<file path="config.mk">
export PLATFORM = sky130hd
export DESIGN_NAME = vga_digit_renderer_flat
export DESIGN_NICKNAME = d
export VERILOG_FILES = /design/src/rtl/vga_digit_renderer_if.sv /design/src/rtl/vga_digit_renderer.sv /design/src/flat_wrapper.sv
export SDC_FILE = /design/constraint.sdc
export NUM_CORES = 1
export LEC_CHECK = 0
export CORE_AREA = 2 2 89 91
export CTS_CLUSTER_DIAMETER = 60
export DETAILED_ROUTE_END_ITERATION = 10
export DIE_AREA = 0 0 91 93
export MAX_ROUTING_LAYER = met4
export PLACE_DENSITY_LB_ADDON = 0.1
export SLEW_MARGIN = 20
export SYNTH_ARGS = -nofsm -noshare
export SYNTH_HDL_FRONTEND = slang
export SYNTH_SLANG_ARGS = --single-unit
</file>
<file path="constraint.sdc">
create_clock -name px_clk -period 3.35 [get_ports px_clk]
set_input_delay 0.5025 -clock px_clk [delete_from_list [all_inputs] [get_ports px_clk]]
set_output_delay 0.5025 -clock px_clk [all_outputs]
set_load 0.05 [all_outputs]
</file>
<file path="src/rtl/vga_digit_renderer_if.sv">
// Video bundle between the sync generator and the digit renderer.
// master drives timing, coordinates and the BCD time; slave returns aligned syncs and colour.
interface vga_digit_renderer_if;
    logic        hsync_in;
    logic        vsync_in;
    logic        activevideo_in;
    logic [9:0]  x_px;
    logic [9:0]  y_px;
    logic [23:0] bcd_time;
    logic        hsync;
    logic        vsync;
    logic [5:0]  rgb;

    modport master (
        output hsync_in, vsync_in, activevideo_in, x_px, y_px, bcd_time,
        input  hsync, vsync, rgb
    );

    modport slave (
        input  hsync_in, vsync_in, activevideo_in, x_px, y_px, bcd_time,
        output hsync, vsync, rgb
    );
endinterface

</file>
<file path="src/rtl/vga_digit_renderer.sv">
// Draws HH:MM:SS in a scaled 5x7 font; 3-stage pipeline (decode, font lookup, pixel select).
// Define VGA_DIGIT_COLON_EN to get blinking colons; otherwise colon cells stay unlit.
module vga_digit_renderer #(
    parameter int          X0         = 64,
    parameter int          Y0         = 200,
    parameter int          SCALE_LOG2 = 3,
    parameter logic [5:0]  FG         = 6'b111111,
    parameter logic [5:0]  BG         = 6'b000001,
    parameter int          FRAME_HALF = 36
) (
    input  logic                 px_clk,
    input  logic                 reset,
    vga_digit_renderer_if.slave  vid
);
    localparam int          CELL = 8 << SCALE_LOG2;
    localparam logic [10:0] X_LO = 11'(X0);
    localparam logic [10:0] X_HI = 11'(X0 + 8 * CELL);
    localparam logic [10:0] Y_LO = 11'(Y0);
    localparam logic [10:0] Y_HI = 11'(Y0 + CELL);

    function automatic logic [4:0] glyph_row(input logic [3:0] d, input logic [2:0] r);
        logic [34:0] g;
        case (d)
            4'd0:    g = {5'h0E, 5'h11, 5'h13, 5'h15, 5'h19, 5'h11, 5'h0E};
            4'd1:    g = {5'h04, 5'h0C, 5'h04, 5'h04, 5'h04, 5'h04, 5'h0E};
            4'd2:    g = {5'h0E, 5'h11, 5'h01, 5'h02, 5'h04, 5'h08, 5'h1F};
            4'd3:    g = {5'h1F, 5'h02, 5'h04, 5'h02, 5'h01, 5'h11, 5'h0E};
            4'd4:    g = {5'h02, 5'h06, 5'h0A, 5'h12, 5'h1F, 5'h02, 5'h02};
            4'd5:    g = {5'h1F, 5'h10, 5'h1E, 5'h01, 5'h01, 5'h11, 5'h0E};
            4'd6:    g = {5'h06, 5'h08, 5'h10, 5'h1E, 5'h11, 5'h11, 5'h0E};
            4'd7:    g = {5'h1F, 5'h01, 5'h02, 5'h04, 5'h08, 5'h08, 5'h08};
            4'd8:    g = {5'h0E, 5'h11, 5'h11, 5'h0E, 5'h11, 5'h11, 5'h0E};
            4'd9:    g = {5'h0E, 5'h11, 5'h11, 5'h0F, 5'h01, 5'h02, 5'h0C};
            default: g = '0;
        endcase
        case (r)
            3'd0:    return g[34:30];
            3'd1:    return g[29:25];
            3'd2:    return g[24:20];
            3'd3:    return g[19:15];
            3'd4:    return g[14:10];
            3'd5:    return g[9:5];
            3'd6:    return g[4:0];
            default: return 5'b0;
        endcase
    endfunction

    // frame-boundary detection and per-frame time snapshot
    logic        vs_prev;
    logic        vs_fall;
    logic [23:0] snap;

    assign vs_fall = vs_prev & ~vid.vsync_in;

    always_ff @(posedge px_clk) begin
        if (reset) begin
            vs_prev <= 1'b0;
            snap    <= 24'h000000;
        end else begin
            vs_prev <= vid.vsync_in;
            if (vs_fall)
                snap <= vid.bcd_time;
        end
    end

`ifdef VGA_DIGIT_COLON_EN
    localparam int FW = (FRAME_HALF > 1) ? $clog2(FRAME_HALF) : 1;
    logic [FW-1:0] frame_cnt;
    logic          colon_phase;

    always_ff @(posedge px_clk) begin
        if (reset) begin
            frame_cnt   <= '0;
            colon_phase <= 1'b1;
        end else if (vs_fall) begin
            if (frame_cnt == FW'(FRAME_HALF - 1)) begin
                frame_cnt   <= '0;
                colon_phase <= ~colon_phase;
            end else begin
                frame_cnt <= frame_cnt + FW'(1);
            end
        end
    end
`endif

    // stage 1: field test and cell/column/row decode
    logic [10:0] x_ext, y_ext, dx, dy;
    logic [2:0]  cell_d, col_d, row_d;
    logic        in_field_d;

    always_comb begin
        x_ext      = {1'b0, vid.x_px};
        y_ext      = {1'b0, vid.y_px};
        dx         = x_ext - X_LO;
        dy         = y_ext - Y_LO;
        cell_d     = 3'(dx >> (SCALE_LOG2 + 3));
        col_d      = 3'(dx >> SCALE_LOG2);
        row_d      = 3'(dy >> SCALE_LOG2);
        in_field_d = (x_ext >= X_LO) && (x_ext < X_HI) && (y_ext >= Y_LO) && (y_ext < Y_HI);
    end

    logic       s1_hs, s1_vs, s1_act, s1_in;
    logic [2:0] s1_cell, s1_col, s1_row;

    always_ff @(posedge px_clk) begin
        if (reset) begin
            s1_hs   <= 1'b1;
            s1_vs   <= 1'b1;
            s1_act  <= 1'b0;
            s1_in   <= 1'b0;
            s1_cell <= '0;
            s1_col  <= '0;
            s1_row  <= '0;
        end else begin
            s1_hs   <= vid.hsync_in;
            s1_vs   <= vid.vsync_in;
            s1_act  <= vid.activevideo_in;
            s1_in   <= in_field_d;
            s1_cell <= cell_d;
            s1_col  <= col_d;
            s1_row  <= row_d;
        end
    end

    // stage 2: pick the digit for this cell and fetch its glyph row
    logic [3:0] digit;
    logic       is_colon;
    logic [4:0] colon_bits;
    logic [4:0] row_bits;

    always_comb begin
        digit    = 4'hF;
        is_colon = 1'b0;
        case (s1_cell)
            3'd0:    digit = snap[23:20];
            3'd1:    digit = snap[19:16];
            3'd3:    digit = snap[15:12];
            3'd4:    digit = snap[11:8];
            3'd6:    digit = snap[7:4];
            3'd7:    digit = snap[3:0];
            default: is_colon = 1'b1;
        endcase
`ifdef VGA_DIGIT_COLON_EN
        colon_bits = (colon_phase && (s1_row == 3'd2 || s1_row == 3'd4)) ? 5'b00100 : 5'b00000;
`else
        colon_bits = 5'b00000;
`endif
        row_bits = is_colon ? colon_bits : glyph_row(digit, s1_row);
    end

    logic       s2_hs, s2_vs, s2_act, s2_in;
    logic [2:0] s2_col;
    logic [4:0] s2_bits;

    always_ff @(posedge px_clk) begin
        if (reset) begin
            s2_hs   <= 1'b1;
            s2_vs   <= 1'b1;
            s2_act  <= 1'b0;
            s2_in   <= 1'b0;
            s2_col  <= '0;
            s2_bits <= '0;
        end else begin
            s2_hs   <= s1_hs;
            s2_vs   <= s1_vs;
            s2_act  <= s1_act;
            s2_in   <= s1_in;
            s2_col  <= s1_col;
            s2_bits <= row_bits;
        end
    end

    // stage 3: padding to 8 columns keeps cols 5..7 dark without a range check
    logic [7:0] px_bits;
    logic       lit;

    always_comb begin
        px_bits = {s2_bits, 3'b000};
        lit     = s2_in && px_bits[3'd7 - s2_col];
    end

    always_ff @(posedge px_clk) begin
        if (reset) begin
            vid.hsync <= 1'b1;
            vid.vsync <= 1'b1;
            vid.rgb   <= 6'b0;
        end else begin
            vid.hsync <= s2_hs;
            vid.vsync <= s2_vs;
            vid.rgb   <= s2_act ? (lit ? FG : BG) : 6'b0;
        end
    end
endmodule
</file>
<file path="src/flat_wrapper.sv">
// flat-port wrapper written by rule: the top's interface ports become plain ports
module vga_digit_renderer_flat 
#(
    parameter int          X0         = 64,
    parameter int          Y0         = 200,
    parameter int          SCALE_LOG2 = 3,
    parameter logic [5:0]  FG         = 6'b111111,
    parameter logic [5:0]  BG         = 6'b000001,
    parameter int          FRAME_HALF = 36
)
  (px_clk, reset, vid_hsync_in, vid_vsync_in, vid_activevideo_in, vid_x_px, vid_y_px, vid_bcd_time, vid_hsync, vid_vsync, vid_rgb);
  vga_digit_renderer_if vid_i ();
  input  logic px_clk;
  input  logic reset;
  input wire logic [$bits(vid_i.hsync_in)-1:0] vid_hsync_in;
  input wire logic [$bits(vid_i.vsync_in)-1:0] vid_vsync_in;
  input wire logic [$bits(vid_i.activevideo_in)-1:0] vid_activevideo_in;
  input wire logic [$bits(vid_i.x_px)-1:0] vid_x_px;
  input wire logic [$bits(vid_i.y_px)-1:0] vid_y_px;
  input wire logic [$bits(vid_i.bcd_time)-1:0] vid_bcd_time;
  output wire logic [$bits(vid_i.hsync)-1:0] vid_hsync;
  output wire logic [$bits(vid_i.vsync)-1:0] vid_vsync;
  output wire logic [$bits(vid_i.rgb)-1:0] vid_rgb;
  assign vid_i.hsync_in = vid_hsync_in;
  assign vid_i.vsync_in = vid_vsync_in;
  assign vid_i.activevideo_in = vid_activevideo_in;
  assign vid_i.x_px = vid_x_px;
  assign vid_i.y_px = vid_y_px;
  assign vid_i.bcd_time = vid_bcd_time;
  assign vid_hsync = vid_i.hsync;
  assign vid_vsync = vid_i.vsync;
  assign vid_rgb = vid_i.rgb;
  vga_digit_renderer #(.X0(X0), .Y0(Y0), .SCALE_LOG2(SCALE_LOG2), .FG(FG), .BG(BG), .FRAME_HALF(FRAME_HALF)) u_core (.px_clk(px_clk), .reset(reset), .vid(vid_i));
endmodule
</file>
==> metrics.md <==
| Metric | Value |
|---|---|
| Die Span Y | `a little over 90 um` |
| Maximum frequency from static timing analysis | `329.4 MHz` |
| Sequential power share | `between 40% and 50%` |
| Post-synthesis instance area | `2907 um^2` |
| Number of inserted filler cells in the final layout | `around 770` |
| Count of antenna-violating nets left after detailed routing | `0` |
| Initial drt markers | `83` |
| Top area cells in the synthesized netlist | `sky130_fd_sc_hd__dfxtp_1 37%, sky130_fd_sc_hd__nand2_1 8.5%, sky130_fd_sc_hd__a21oi_1 5.5%` |
| Critical setup path kind | `flip-flop to flip-flop` |
| Post-synth top flop | `sky130_fd_sc_hd__dfxtp_1` |
| Switching part of the total | `29.78%` |
| CTS Hold Bufs | `0` |
| Number of nets in the final layout | `roughly 450` |
| Period utilisation layout | `90.62%` |
| Cells after DPL | `483` |
| Post-detailed-placement half-perimeter wirelength | `between 4000 and 5000 um` |
| Width of the chip | `about 90 um` |
| Via count of the first global-routing pass | `around 2.3k` |
| Area of the die | `between 8000 and 9000 um^2` |
| Area taken by multi-input logic gates | `around 1600 um^2` |
| Setup repair after global routing missed its margin | `false` |
| Worst vdd rail ir drop | `217.3 uV` |
| WP data required | `3.51 ns` |
| Mean cell area of the mapped netlist | `roughly 8.4 um^2` |
| Via count normalized by instance count | `around 5.2` |
| Count of unique library cells instantiated by Yosys | `70` |
| Post-synthesis to final-layout area growth | `23.12%` |
| Post-CTS Setup Bufs | `0` |
| Wire length reported by the detailed router | `6496 um` |
| RePlAce Congestion | `0.9067` |
| Clock root buffer master | `sky130_fd_sc_hd__clkbuf_8` |
| Endpoints failing setup | `0` |
| Inserted Diodes | `0` |
| Largest fanout of any net on the critical path | `18` |
| Final hold violation count | `0` |
| Share of total power in combinational logic | `a little under a quarter` |
| Clock share of power | `27.1%` |
| Internal Pwr Total | `987.7 uW` |
| Warnings from Yosys | `0` |
| Port-buffer cells | `53` |
| Global-route usage over all layers | `16.61%` |
| Synthesized Nets | `~410` |
| Clk slew on worst S/H paths | `0.10 ns` |
| Post_cts resized | `0` |
| Arrival time at the worst endpoint | `approximately 3.2 ns` |
| Core region area | `roughly 7500 um^2` |
| GRT Residual Overflow | `0` |
| Number of standard cells in the final layout excluding fillers | `between 400 and 500` |
| Initial antenna violation count | `0` |
| CTS sink cnt | `54` |
| Synthesized flop and latch total | `54` |
| Seq/Total Area, Yosys | `37.19%` |
| Starting Density | `between 30% and 40%` |
| Worst Clk Skew | `0.007740 ns` |
| Area leader, netlist | `sky130_fd_sc_hd__dfxtp_1` |
| Post-detailed-route DRC marker count | `0` |
| Site row count | `32` |
| Hold/Removal Path Class | `flip-flop to flip-flop` |
| Mapped Cells | `around 350` |
| Clk Latency, worst-skew pair | `between 0.3 and 0.4 ns` |
| Count of H-tree levels built during CTS | `2` |
| Post-layout minimum cycle time | `~3 ns` |
| Post-synthesis async set-or-reset flop share | `0%` |
| Leakage | `roughly 1.3 nW` |
| First-pass GRT wire length | `between 10,000 and 15,000 um` |
| First-pass DRT Iterations | `4` |
| Maximum number of pins on one net before global-route repair | `between 40 and 50` |
| CP Capture Type | `flip-flop` |
| PD cells | `about 390 nW/um^2` |
| Slew headroom | `approximately 40%` |
| Clock tree from TritonCTS | `built` |
| Number of enable-type register cells in the synthesized netlist | `0` |
| Count of vias placed by the detailed router | `around 2.5k` |
| Layout cells sized above 1 | `10.54%` |
| # Max-Cap Violations | `0` |
| FF/Latch Area | `approximately 1100 um^2` |
| Post-Route Setup TNS | `0 ns` |
| Total count of max-transition violations in the final report | `0` |
| Max clock buf depth | `2` |
| Number of buffers created by CTS | `5` |
| Routed len/inst | `about 13 um` |
| Boundary pin count | `57` |
| NetSw | `between 400 and 500 uW` |
| Status | `finished, final reports clean` |
| Area share of the largest cell type after synthesis | `37.19%` |
| Transition time of the tightest slew-check pin | `0.8822 ns` |
| Critical path startpoint category | `flip-flop` |
-- cell usage after synthesis, types with 2 or more instances --
cell type,count
sky130_fd_sc_hd__nand2b_1,7
sky130_fd_sc_hd__mux2_2,2
sky130_fd_sc_hd__or2_2,7
sky130_fd_sc_hd__o31ai_1,4
sky130_fd_sc_hd__o21ai_1,3
sky130_fd_sc_hd__nand4b_1,2
sky130_fd_sc_hd__nand4bb_1,2
sky130_fd_sc_hd__inv_1,10
sky130_fd_sc_hd__o211ai_1,4
sky130_fd_sc_hd__o22ai_1,2
sky130_fd_sc_hd__nand2_1,66
sky130_fd_sc_hd__ha_1,11
sky130_fd_sc_hd__nand3_1,4
sky130_fd_sc_hd__buf_2,4
sky130_fd_sc_hd__nor2b_1,17
sky130_fd_sc_hd__buf_4,8
sky130_fd_sc_hd__and2_1,4
sky130_fd_sc_hd__a41oi_1,2
sky130_fd_sc_hd__a32oi_1,2
sky130_fd_sc_hd__a31oi_1,6
sky130_fd_sc_hd__a221oi_1,2
sky130_fd_sc_hd__nor3_1,5
sky130_fd_sc_hd__xnor2_1,2
sky130_fd_sc_hd__o21ai_0,7
sky130_fd_sc_hd__a211oi_1,3
sky130_fd_sc_hd__o21a_1,2
sky130_fd_sc_hd__inv_2,2
sky130_fd_sc_hd__mux2_1,4
sky130_fd_sc_hd__and3_1,2
sky130_fd_sc_hd__dfxtp_1,54
sky130_fd_sc_hd__clkbuf_1,11
sky130_fd_sc_hd__o221ai_1,2
sky130_fd_sc_hd__nor2_1,13
sky130_fd_sc_hd__a21oi_1,32
sky130_fd_sc_hd__buf_1,3
sky130_fd_sc_hd__a311oi_1,2
-- sequential cells by signal (all words and copies together), names as in the netlist --
name,cells
u_core.s1_in,1
u_core.vid.rgb,2
u_core.s1_row,3
u_core.s2_col,3
u_core.s2_vs,1
u_core.s2_bits,5
u_core.s1_col,3
u_core.s1_vs,1
u_core.snap,24
u_core.vs_prev,1
u_core.s2_in,1
u_core.s2_hs,1
u_core.vid.hsync,1
u_core.s1_hs,1
u_core.vid.vsync,1
u_core.s2_act,1
u_core.s1_cell,3
u_core.s1_act,1
-- layout by cell type (no fill, tap or decap), types with 2 or more instances in the layout --
master and count:
sky130_fd_sc_hd__mux2_1 4, sky130_fd_sc_hd__o211ai_1 4, sky130_fd_sc_hd__nor2_1 13, sky130_fd_sc_hd__a31oi_1 6
sky130_fd_sc_hd__a41oi_1 2, sky130_fd_sc_hd__nand4bb_1 2, sky130_fd_sc_hd__o21ai_0 7, sky130_fd_sc_hd__nand3_1 4
sky130_fd_sc_hd__dfxtp_1 54, sky130_fd_sc_hd__ha_1 11, sky130_fd_sc_hd__o31ai_1 4, sky130_fd_sc_hd__clkbuf_8 5
sky130_fd_sc_hd__a221oi_1 2, sky130_fd_sc_hd__a211oi_1 3, sky130_fd_sc_hd__inv_2 2, sky130_fd_sc_hd__mux2_2 2
sky130_fd_sc_hd__clkdlybuf4s50_1 53, sky130_fd_sc_hd__o22ai_1 2, sky130_fd_sc_hd__clkinv_4 2, sky130_fd_sc_hd__or2_2 7
sky130_fd_sc_hd__a32oi_1 2, sky130_fd_sc_hd__a21oi_1 32, sky130_fd_sc_hd__nand4b_1 2, sky130_fd_sc_hd__nor3_1 5
sky130_fd_sc_hd__nor2b_1 17, sky130_fd_sc_hd__buf_4 8, sky130_fd_sc_hd__and2_1 4, sky130_fd_sc_hd__o221ai_1 2
sky130_fd_sc_hd__o21a_1 2, sky130_fd_sc_hd__nand2b_1 7, sky130_fd_sc_hd__nand2_1 66, sky130_fd_sc_hd__a311oi_1 2
sky130_fd_sc_hd__inv_1 10, sky130_fd_sc_hd__xnor2_1 2, sky130_fd_sc_hd__o21ai_1 3, sky130_fd_sc_hd__and3_1 2
-- cells by family (layout without fill, tap and decap cells) --
logic type	count (synthesis)	count (layout)	share of synthesized area, %
compound gates	90	90	22.08
flops	54	54	37.19
buf+inv	39	81	6.501
mux	8	8	3.444
simple gates	142	142	25.14
fa+ha+maj	11	11	4.735
xor+xnor	3	3	0.9042
-- power by group through the flow --
stage	clock network [mW]	registers (mW)	logic, mW
floorplan	0	0.700	0.224
global placement	0	0.715	0.324
detailed placement	0	0.714	0.323
CTS	0.405	0.700	0.325
global route	0.427	0.705	0.362
finish	0.381	0.699	0.326
-- per-layer routing --
layer	track usage, %	routed length (um)
met1	20.60	2997
met5	-	0
met3	2.820	301
met2	27.22	3104
met4	6.439	94
-- final cells by class --
type	instances	area share, %
Inverter	12	1.259
Timing Repair Buffer	61	16.50
Sequential cell	54	30.21
Tap cell	102	3.566
Multi-Input combinational cell	254	45.73
Clock inverter	3	0.8042
Clock buffer	5	1.923
-- through the flow --
step,worst slack (ns),power (mW),cell area (um^2),hold WS [ns],util [%]
after global placement,0.4538,1.038,3481,0.3905,46.24
after floorplan,0.7084,0.9236,2907,0.3895,-
after CTS,0.3496,1.429,3578,0.4221,47.54
after detailed placement,0.3996,1.037,3481,0.3959,46.24
after global routing,0.06566,1.494,3578,0.4341,47.54
final,0.3143,1.407,3578,0.4194,47.54
-- worst max-delay path: stages (launching register included) --
cell,delay (ns)
sky130_fd_sc_hd__dfxtp_1,0.74
sky130_fd_sc_hd__and2b_2,0.34
sky130_fd_sc_hd__a211oi_1,0.31
sky130_fd_sc_hd__o32ai_2,0.14
sky130_fd_sc_hd__inv_1,0.10
sky130_fd_sc_hd__ha_1,0.29
sky130_fd_sc_hd__a22o_1,0.23
sky130_fd_sc_hd__nand2_1,0.08
sky130_fd_sc_hd__o31ai_1,0.08
sky130_fd_sc_hd__a21o_1,0.16
sky130_fd_sc_hd__a32oi_1,0.23
sky130_fd_sc_hd__a41oi_1,0.18
-- path summary, 6_finish.rpt --
| kind | startpoint | end | slack (ns) | cells after the start |
|---|---|---|---|---|
| worst max-delay path | u_core.s1_cell[0]$_SDFF_PP0_ | u_core.s2_bits[0]$_SDFF_PP0_ | 0.31 | 11 |
| worst min-delay path | u_core.s1_vs$_SDFF_PP1_ | u_core.s2_vs$_SDFF_PP1_ | 0.42 | 1 |
| worst max register to register | u_core.s1_cell[0]$_SDFF_PP0_ | u_core.s2_bits[0]$_SDFF_PP0_ | 0.31 | 11 |
| worst min register to register | u_core.s1_vs$_SDFF_PP1_ | u_core.s2_vs$_SDFF_PP1_ | 0.42 | 1 |
Note: power is estimated with default switching activity, not from simulation.
